$ cat config.mk
export PLATFORM = sky130hd
export DESIGN_NAME = power_sequencer
export DESIGN_NICKNAME = d
export VERILOG_FILES = /design/src/rtl/pwrseq_pkg.sv /design/src/rtl/sync_2ff.sv /design/src/rtl/power_sequencer.sv
export SDC_FILE = /design/constraint.sdc
export NUM_CORES = 1
export LEC_CHECK = 0
export CORE_MARGIN = 2
export CORE_UTILIZATION = 50
export CTS_CLUSTER_SIZE = 28
export DETAILED_ROUTE_END_ITERATION = 16
export GPL_ROUTABILITY_DRIVEN = 1
export PLACE_DENSITY = 0.83
export SYNTH_ARGS = -nofsm -noshare
export SYNTH_HDL_FRONTEND = slang
export SYNTH_SLANG_ARGS = --single-unit
$ cat constraint.sdc
create_clock -name clk_25M -period 1 [get_ports clk_25M]
set_clock_uncertainty 0.15 [all_clocks]
set_input_delay 0.2 -clock clk_25M [delete_from_list [all_inputs] [get_ports clk_25M]]
set_output_delay 0.2 -clock clk_25M [all_outputs]
set_load 0.02 [all_outputs]
$ cat src/rtl/pwrseq_pkg.sv
// Shared types and helpers for the power-up / bring-up sequencer.
package pwrseq_pkg;

  // Sequencer FSM encoding.
  typedef enum logic [1:0] {
    S_DELAY = 2'd0,
    S_ACK   = 2'd1,
    S_DONE  = 2'd2,
    S_ERR   = 2'd3
  } pwrseq_state_e;

  // Bits needed to index n items; never less than one so a single-stage
  // build still gets a usable index port.
  function automatic int pwrseq_clog2(input int n);
    int bits_v;
    bits_v = 32'sd1;
    for (int i = 32'sd1; i < 32'sd31; i++) begin
      if ((32'sd1 <<< i) < n) begin
        bits_v = i + 32'sd1;
      end
    end
    return bits_v;
  endfunction

endpackage

$ cat src/rtl/sync_2ff.sv
// Two-flop synchroniser with async active-low clear. Used for reset release
// and for acks arriving from foreign clock domains.
module sync_2ff #(
  parameter int WIDTH = 1
) (
  input  logic             clk,
  input  logic             rst_n,
  input  logic [WIDTH-1:0] d,
  output logic [WIDTH-1:0] q
);

  logic [WIDTH-1:0] meta_r;
  logic [WIDTH-1:0] sync_r;

  // First stage may go metastable; second stage gives it a cycle to resolve.
  always_ff @(posedge clk or negedge rst_n) begin
    if (!rst_n) begin
      meta_r <= {WIDTH{1'b0}};
      sync_r <= {WIDTH{1'b0}};
    end else begin
      meta_r <= d;
      sync_r <= meta_r;
    end
  end

  assign q = sync_r;

endmodule

$ cat src/rtl/power_sequencer.sv
// N-stage ordered power-up sequencer: each stage waits a programmable delay,
// raises its enable, and optionally waits (with timeout) for an acknowledge.
module power_sequencer
  import pwrseq_pkg::*;
#(
  parameter int                         N_STAGES     = 4,
  parameter int                         CNT_W        = 16,
  parameter logic [N_STAGES*CNT_W-1:0]  STAGE_DELAYS = {16'd5, 16'd0, 16'd100, 16'd5000},
  parameter logic [N_STAGES-1:0]        ACK_MASK     = 4'b0101,
  parameter logic [CNT_W-1:0]           TIMEOUT      = 16'd50000,
  localparam int                        STG_W        = pwrseq_clog2(N_STAGES)
) (
  input  logic                clk_25M,
  input  logic                rst_n,
  input  logic                restart,
  input  logic [N_STAGES-1:0] stage_ack,
  output logic [N_STAGES-1:0] stage_en,
  output logic [STG_W-1:0]    cur_stage,
  output logic                all_done,
  output logic                timeout_err,
  output logic [STG_W-1:0]    err_stage
);

  localparam logic [CNT_W-1:0] TIMEOUT_LAST = TIMEOUT - CNT_W'(1'b1);

  logic                rst_sync_s;
  logic [N_STAGES-1:0] ack_sync_s;
  logic [CNT_W-1:0]    delay_tab_s [N_STAGES];
  logic [CNT_W-1:0]    delay_sel_s;
  logic                ack_sel_s;
  logic                mask_sel_s;
  logic                last_stage_s;

  pwrseq_state_e       state_r;
  logic [CNT_W-1:0]    cnt_r;
  logic [N_STAGES-1:0] stage_en_r;
  logic [STG_W-1:0]    cur_stage_r;
  logic [STG_W-1:0]    err_stage_r;
  logic                all_done_r;
  logic                timeout_err_r;

  // Reset asserts immediately, releases two clock edges after rst_n rises.
  sync_2ff #(.WIDTH(1)) u_rst_sync (
    .clk   (clk_25M),
    .rst_n (rst_n),
    .d     (1'b1),
    .q     (rst_sync_s)
  );

  // Acks may come from other domains; only the synchronised copy is used.
  sync_2ff #(.WIDTH(N_STAGES)) u_ack_sync (
    .clk   (clk_25M),
    .rst_n (rst_n),
    .d     (stage_ack),
    .q     (ack_sync_s)
  );

  for (genvar g = 0; g < N_STAGES; g++) begin : g_delay
    assign delay_tab_s[g] = STAGE_DELAYS[g*CNT_W +: CNT_W];
  end

  // Per-stage parameters selected by the active stage index.
  always_comb begin
    delay_sel_s  = delay_tab_s[cur_stage_r];
    ack_sel_s    = ack_sync_s[cur_stage_r];
    mask_sel_s   = ACK_MASK[cur_stage_r];
    last_stage_s = (cur_stage_r == STG_W'(N_STAGES - 1));
  end

  // Sequencer FSM: delay, ack wait, completion and timeout; restart wins.
  always_ff @(posedge clk_25M or negedge rst_sync_s) begin
    if (!rst_sync_s) begin
      state_r       <= S_DELAY;
      cnt_r         <= {CNT_W{1'b0}};
      stage_en_r    <= {N_STAGES{1'b0}};
      cur_stage_r   <= {STG_W{1'b0}};
      err_stage_r   <= {STG_W{1'b0}};
      all_done_r    <= 1'b0;
      timeout_err_r <= 1'b0;
    end else if (restart) begin
      state_r       <= S_DELAY;
      cnt_r         <= {CNT_W{1'b0}};
      stage_en_r    <= {N_STAGES{1'b0}};
      cur_stage_r   <= {STG_W{1'b0}};
      err_stage_r   <= {STG_W{1'b0}};
      all_done_r    <= 1'b0;
      timeout_err_r <= 1'b0;
    end else begin
      case (state_r)
        S_DELAY: begin
          if (cnt_r == delay_sel_s) begin
            stage_en_r[cur_stage_r] <= 1'b1;
            cnt_r                   <= {CNT_W{1'b0}};
            if (mask_sel_s) begin
              state_r <= S_ACK;
            end else if (last_stage_s) begin
              state_r <= S_DONE;
            end else begin
              cur_stage_r <= cur_stage_r + STG_W'(1'b1);
              state_r     <= S_DELAY;
            end
          end else begin
            cnt_r <= cnt_r + CNT_W'(1'b1);
          end
        end
        S_ACK: begin
          // Ack is tested first so it beats a timeout landing on the same cycle.
          if (ack_sel_s) begin
            cnt_r <= {CNT_W{1'b0}};
            if (last_stage_s) begin
              state_r <= S_DONE;
            end else begin
              cur_stage_r <= cur_stage_r + STG_W'(1'b1);
              state_r     <= S_DELAY;
            end
          end else if ((TIMEOUT != {CNT_W{1'b0}}) && (cnt_r == TIMEOUT_LAST)) begin
            state_r       <= S_ERR;
            timeout_err_r <= 1'b1;
            err_stage_r   <= cur_stage_r;
            cnt_r         <= {CNT_W{1'b0}};
          end else if (cnt_r != {CNT_W{1'b1}}) begin
            cnt_r <= cnt_r + CNT_W'(1'b1);
          end
        end
        S_DONE: begin
          all_done_r <= 1'b1;
          stage_en_r <= {N_STAGES{1'b1}};
        end
        S_ERR: begin
          timeout_err_r <= 1'b1;
        end
        default: begin
          state_r <= S_ERR;
        end
      endcase
    end
  end

  assign stage_en    = stage_en_r;
  assign cur_stage   = cur_stage_r;
  assign all_done    = all_done_r;
  assign timeout_err = timeout_err_r;
  assign err_stage   = err_stage_r;

endmodule

==> results.json <==
{
  "p_int_w": 0.002690,
  "power_density_mw_per_mm2": 1003,
  "p_sw_share_pct": 22.10,
  "drive_above_1_share_pct": 54.84,
  "n_antenna_cell": 0,
  "synthToLayoutAreaGrowth_pct": 71.46,
  "root_buffer": "clkbuf_8",
  "layout.nets": 322,
  "hold_buffers": 0,
  "slowest_stage": "dfrtp_2",
  "syn-cell-area_sq_mm": 0.002008,
  "htreeDepth": 2,
  "wl_met1_um": 3128,
  "wl_met2_um": 3938,
  "drv_slew": 0,
  "synth_ff_type": "dfrtp_1",
  "max_freq_mhz": 402.2,
  "ant_nets": 0,
  "grt_max_degree": 29,
  "crit_path_end_kind": "register",
  "cts_tree": "built",
  "final.setup.worst_slack_ns": -1.487,
  "final_cells": 360,
  "grt_first_pass_wirelength_um": 11470,
  "yosys_register_bits": 38,
  "path_max_fanout": 3,
  "top_layer": "met4",
  "wl_met3_um": 961,
  "crit_arrival_ns": 2.50,
  "drtIter0Drc": 421,
  "post-route-util_pct": 87.34,
  "gp_congestion": 0.9353,
  "ys_types": 52,
  "p_seq_share_pct": 46.1,
  "critPathMaxStageDelay_ns": 0.43,
  "place_inst": 330,
  "dpl.hpwl_um": 3997,
  "antenna_found_initial": 0,
  "violations": "negative setup slack",
  "dr.pass1.iters": 5,
  "period_minus_slack_ns": 2.487,
  "insertion_delay_ns": 0.30,
  "die_x_um": 67.38,
  "numPortBuffers": 16,
  "start_util_pct": 50.94,
  "switchingPower_w": 0.0007633,
  "yosysSeqAreaShare_pct": 47.35,
  "ir_drop_mv": 0.9761,
  "ios": 17,
  "synth_edf_count": 0,
  "pwr-share-comb_pct": 7.9,
  "dr_total_vias": 2373,
  "rsz0062_at_grt": "yes",
  "pre_cts_slack_ns": -1.328,
  "cts_num_sinks": 38,
  "grt_pass1_vias": 2253,
  "crit_path_start_kind": "register",
  "hold_viol_final": 0,
  "totalPowerFinal_w": 0.003453,
  "post-route-period-util_pct": 248.7,
  "status": "finished with violations",
  "syn_nets": 215,
  "cts_buffer_depth": 2,
  "grt.overflow.total": 0,
  "critical_path_required_ns": 1.02,
  "clk_pin_slew_ns": 0.08,
  "rows": 23,
  "worstHoldPathType": "primary input to asynchronous set/reset pin",
  "drt-total-wl_um": 8691,
  "dieArea_sq_mm": 0.004539,
  "wl_per_cell_um": 24.14,
  "async_flop_share_pct": 100.0,
  "drc_errors": 0,
  "drv_cap": 0,
  "viasPerCell": 6.592,
  "syn_inst": 202,
  "grt_use_total_pct": 35.58,
  "avgSynthCellArea_sq_um": 9.941,
  "dieHeight_um": 67.38,
  "worstSetupPathType": "register to register",
  "crit_chain": "inv_2, ha_4, nor3_2, o221ai_4, buf_4, o31ai_4, a211oi_1, o21ai_1, o31ai_1",
  "p_leak_nw": 1.544,
  "n_fill_cell": 157,
  "p_clk_share_pct": 46.0,
  "yosys_warnings": 0,
  "cts-buffers-inserted": 5,
  "worstRegToRegCells": 9,
  "coreArea_sq_mm": 0.003943,
  "finalSetupViolations": 38
}
==> critical path, delay by kind of cell (launching register included) <==
kind	cells	cell delay, ns
and+or+nand+nor	1	0.27
adders and majority gates	1	0.18
buffers and inverters	2	0.29
DFF	1	0.43
AOI/OAI and AO/OA	5	1.01
==> kinds of logic (layout without fill, tap and decap cells) <==
| family | Yosys count | in the layout | synth area share (%) |
|---|---|---|---|
| adder cells (fa/ha/maj) | 6 | 6 | 3.738 |
| buffers and inverters | 16 | 123 | 3.676 |
| flip-flops | 38 | 38 | 47.35 |
| multiplexers | 5 | 5 | 3.115 |
| other | 1 | 1 | 0.1867 |
| XOR/XNOR | 9 | 9 | 3.925 |
| AO/OA/AOI/OAI | 43 | 44 | 16.20 |
| AND/OR/NAND/NOR | 84 | 84 | 21.81 |
==> power by group through the flow <==
stage	combinational (W)	sequential, W	clock, W
2_1_floorplan	0.0000958	0.00163	0
3_3_place_gp	0.000203	0.00162	0
3_5_place_dp	0.000207	0.00162	0
4_1_cts	0.000231	0.00159	0.00158
5_1_grt	0.000286	0.00159	0.00167
6_report	0.000273	0.00159	0.00159
==> synth_stat cells (2+ instances only) <==
master / n / area [sq um]
nor3_1: 6 / 30.03
o31ai_1: 3 / 22.52
a31oi_1: 2 / 12.51
dfrtp_1: 38 / 950.9
nand4_1: 2 / 12.51
xor2_1: 3 / 26.28
nand3_1: 9 / 45.04
a211oi_1: 2 / 15.01
or3_1: 2 / 12.51
nor4_1: 5 / 31.28
and3_1: 4 / 25.02
o22ai_1: 6 / 37.54
mux2i_1: 4 / 40.04
ha_1: 6 / 75.07
a31o_2: 2 / 17.52
inv_1: 10 / 37.54
o21ai_0: 5 / 25.02
nand3b_1: 2 / 15.01
or2_2: 2 / 12.51
and2_1: 3 / 18.77
nand2_1: 19 / 71.32
xnor2_1: 6 / 52.55
clkbuf_1: 2 / 7.510
nor2_1: 21 / 78.83
and4_1: 2 / 17.52
buf_2: 2 / 10.01
a21oi_1: 9 / 45.04
==> worst paths after layout <==
kind / endpoint / slack (ns) / from
worst max-delay path: cnt_r[3] / -1.49 / cur_stage[1]
worst max register to register: cnt_r[3] / -1.49 / cur_stage[1]
worst min-delay path: u_ack_sync.q[0] / 0.06 / rst_n
worst min register to register: state_r[1] / 0.06 / u_rst_sync.q
min in group clk_25M: u_ack_sync.meta_r[3] / 0.19 / stage_ack[3]
max in group asynchronous: cur_stage[1] / 0.47 / u_rst_sync.q
==> what timing repair did <==
action	CTS	global route
cloned	1	0
gates resized for setup	97	32
pin swaps	14	19
setup endpoints to repair	38	38
buffers inserted	9	13
==> layout by cell type (no fill, tap or decap), types with 3 or more instances in the layout <==
cell type / count
nand2_1: 16
nor2_1: 14
o22ai_1: 5
buf_12: 3
dfrtp_2: 3
dfrtp_1: 35
nor3_2: 3
a21oi_2: 6
inv_1: 8
clkdlybuf4s50_1: 6
xnor2_1: 5
nand3_1: 8
ha_4: 3
buf_6: 20
mux2i_1: 4
clkbuf_8: 5
and2_1: 3
buf_4: 75
nor2_2: 5
and3_1: 3
==> cell type report <==
class	count	area [sq um]	share of cell area [%]
Clock buffer	5	68.82	1.999
Clock inverter	3	68.82	1.999
Tap cell	50	62.56	1.817
Sequential cell	38	954.7	27.73
Inverter	10	37.54	1.090
Timing Repair Buffer	105	923.4	26.82
Multi-Input combinational cell	149	1328	38.55
==> state kept, by name, summed over array words and instances, names as in the netlist <==
| name | cells |
|---|---|
| err_stage | 2 |
| all_done | 1 |
| u_ack_sync.meta_r | 4 |
| u_rst_sync.meta_r | 1 |
| cnt_r | 16 |
| u_ack_sync.q | 4 |
| state_r | 2 |
| u_rst_sync.q | 1 |
| timeout_err | 1 |
| cur_stage | 2 |
| stage_en | 4 |
==> stage by stage <==
step	hold WS, ns	instance area, sq um	setup TNS (ns)
finish	0.06327	3443	-37.92
detailed placement	0.07198	2794	-35.28
CTS	0.06732	3188	-33.47
global route	0.07091	3443	-39.02
floorplan	-0.2456	2074	-30.81
global placement	0.05493	2794	-33.84
==> layer usage <==
| metal | vias up | GRT usage [%] |
|---|---|---|
| li1 | 943 | - |
| met1 | 1118 | 41.32 |
| met2 | 234 | 57.92 |
| met3 | 78 | 9.167 |
| met4 | 0 | 23.47 |
| met5 | - | 0 |
Note: power is estimated with default switching activity, not from simulation.
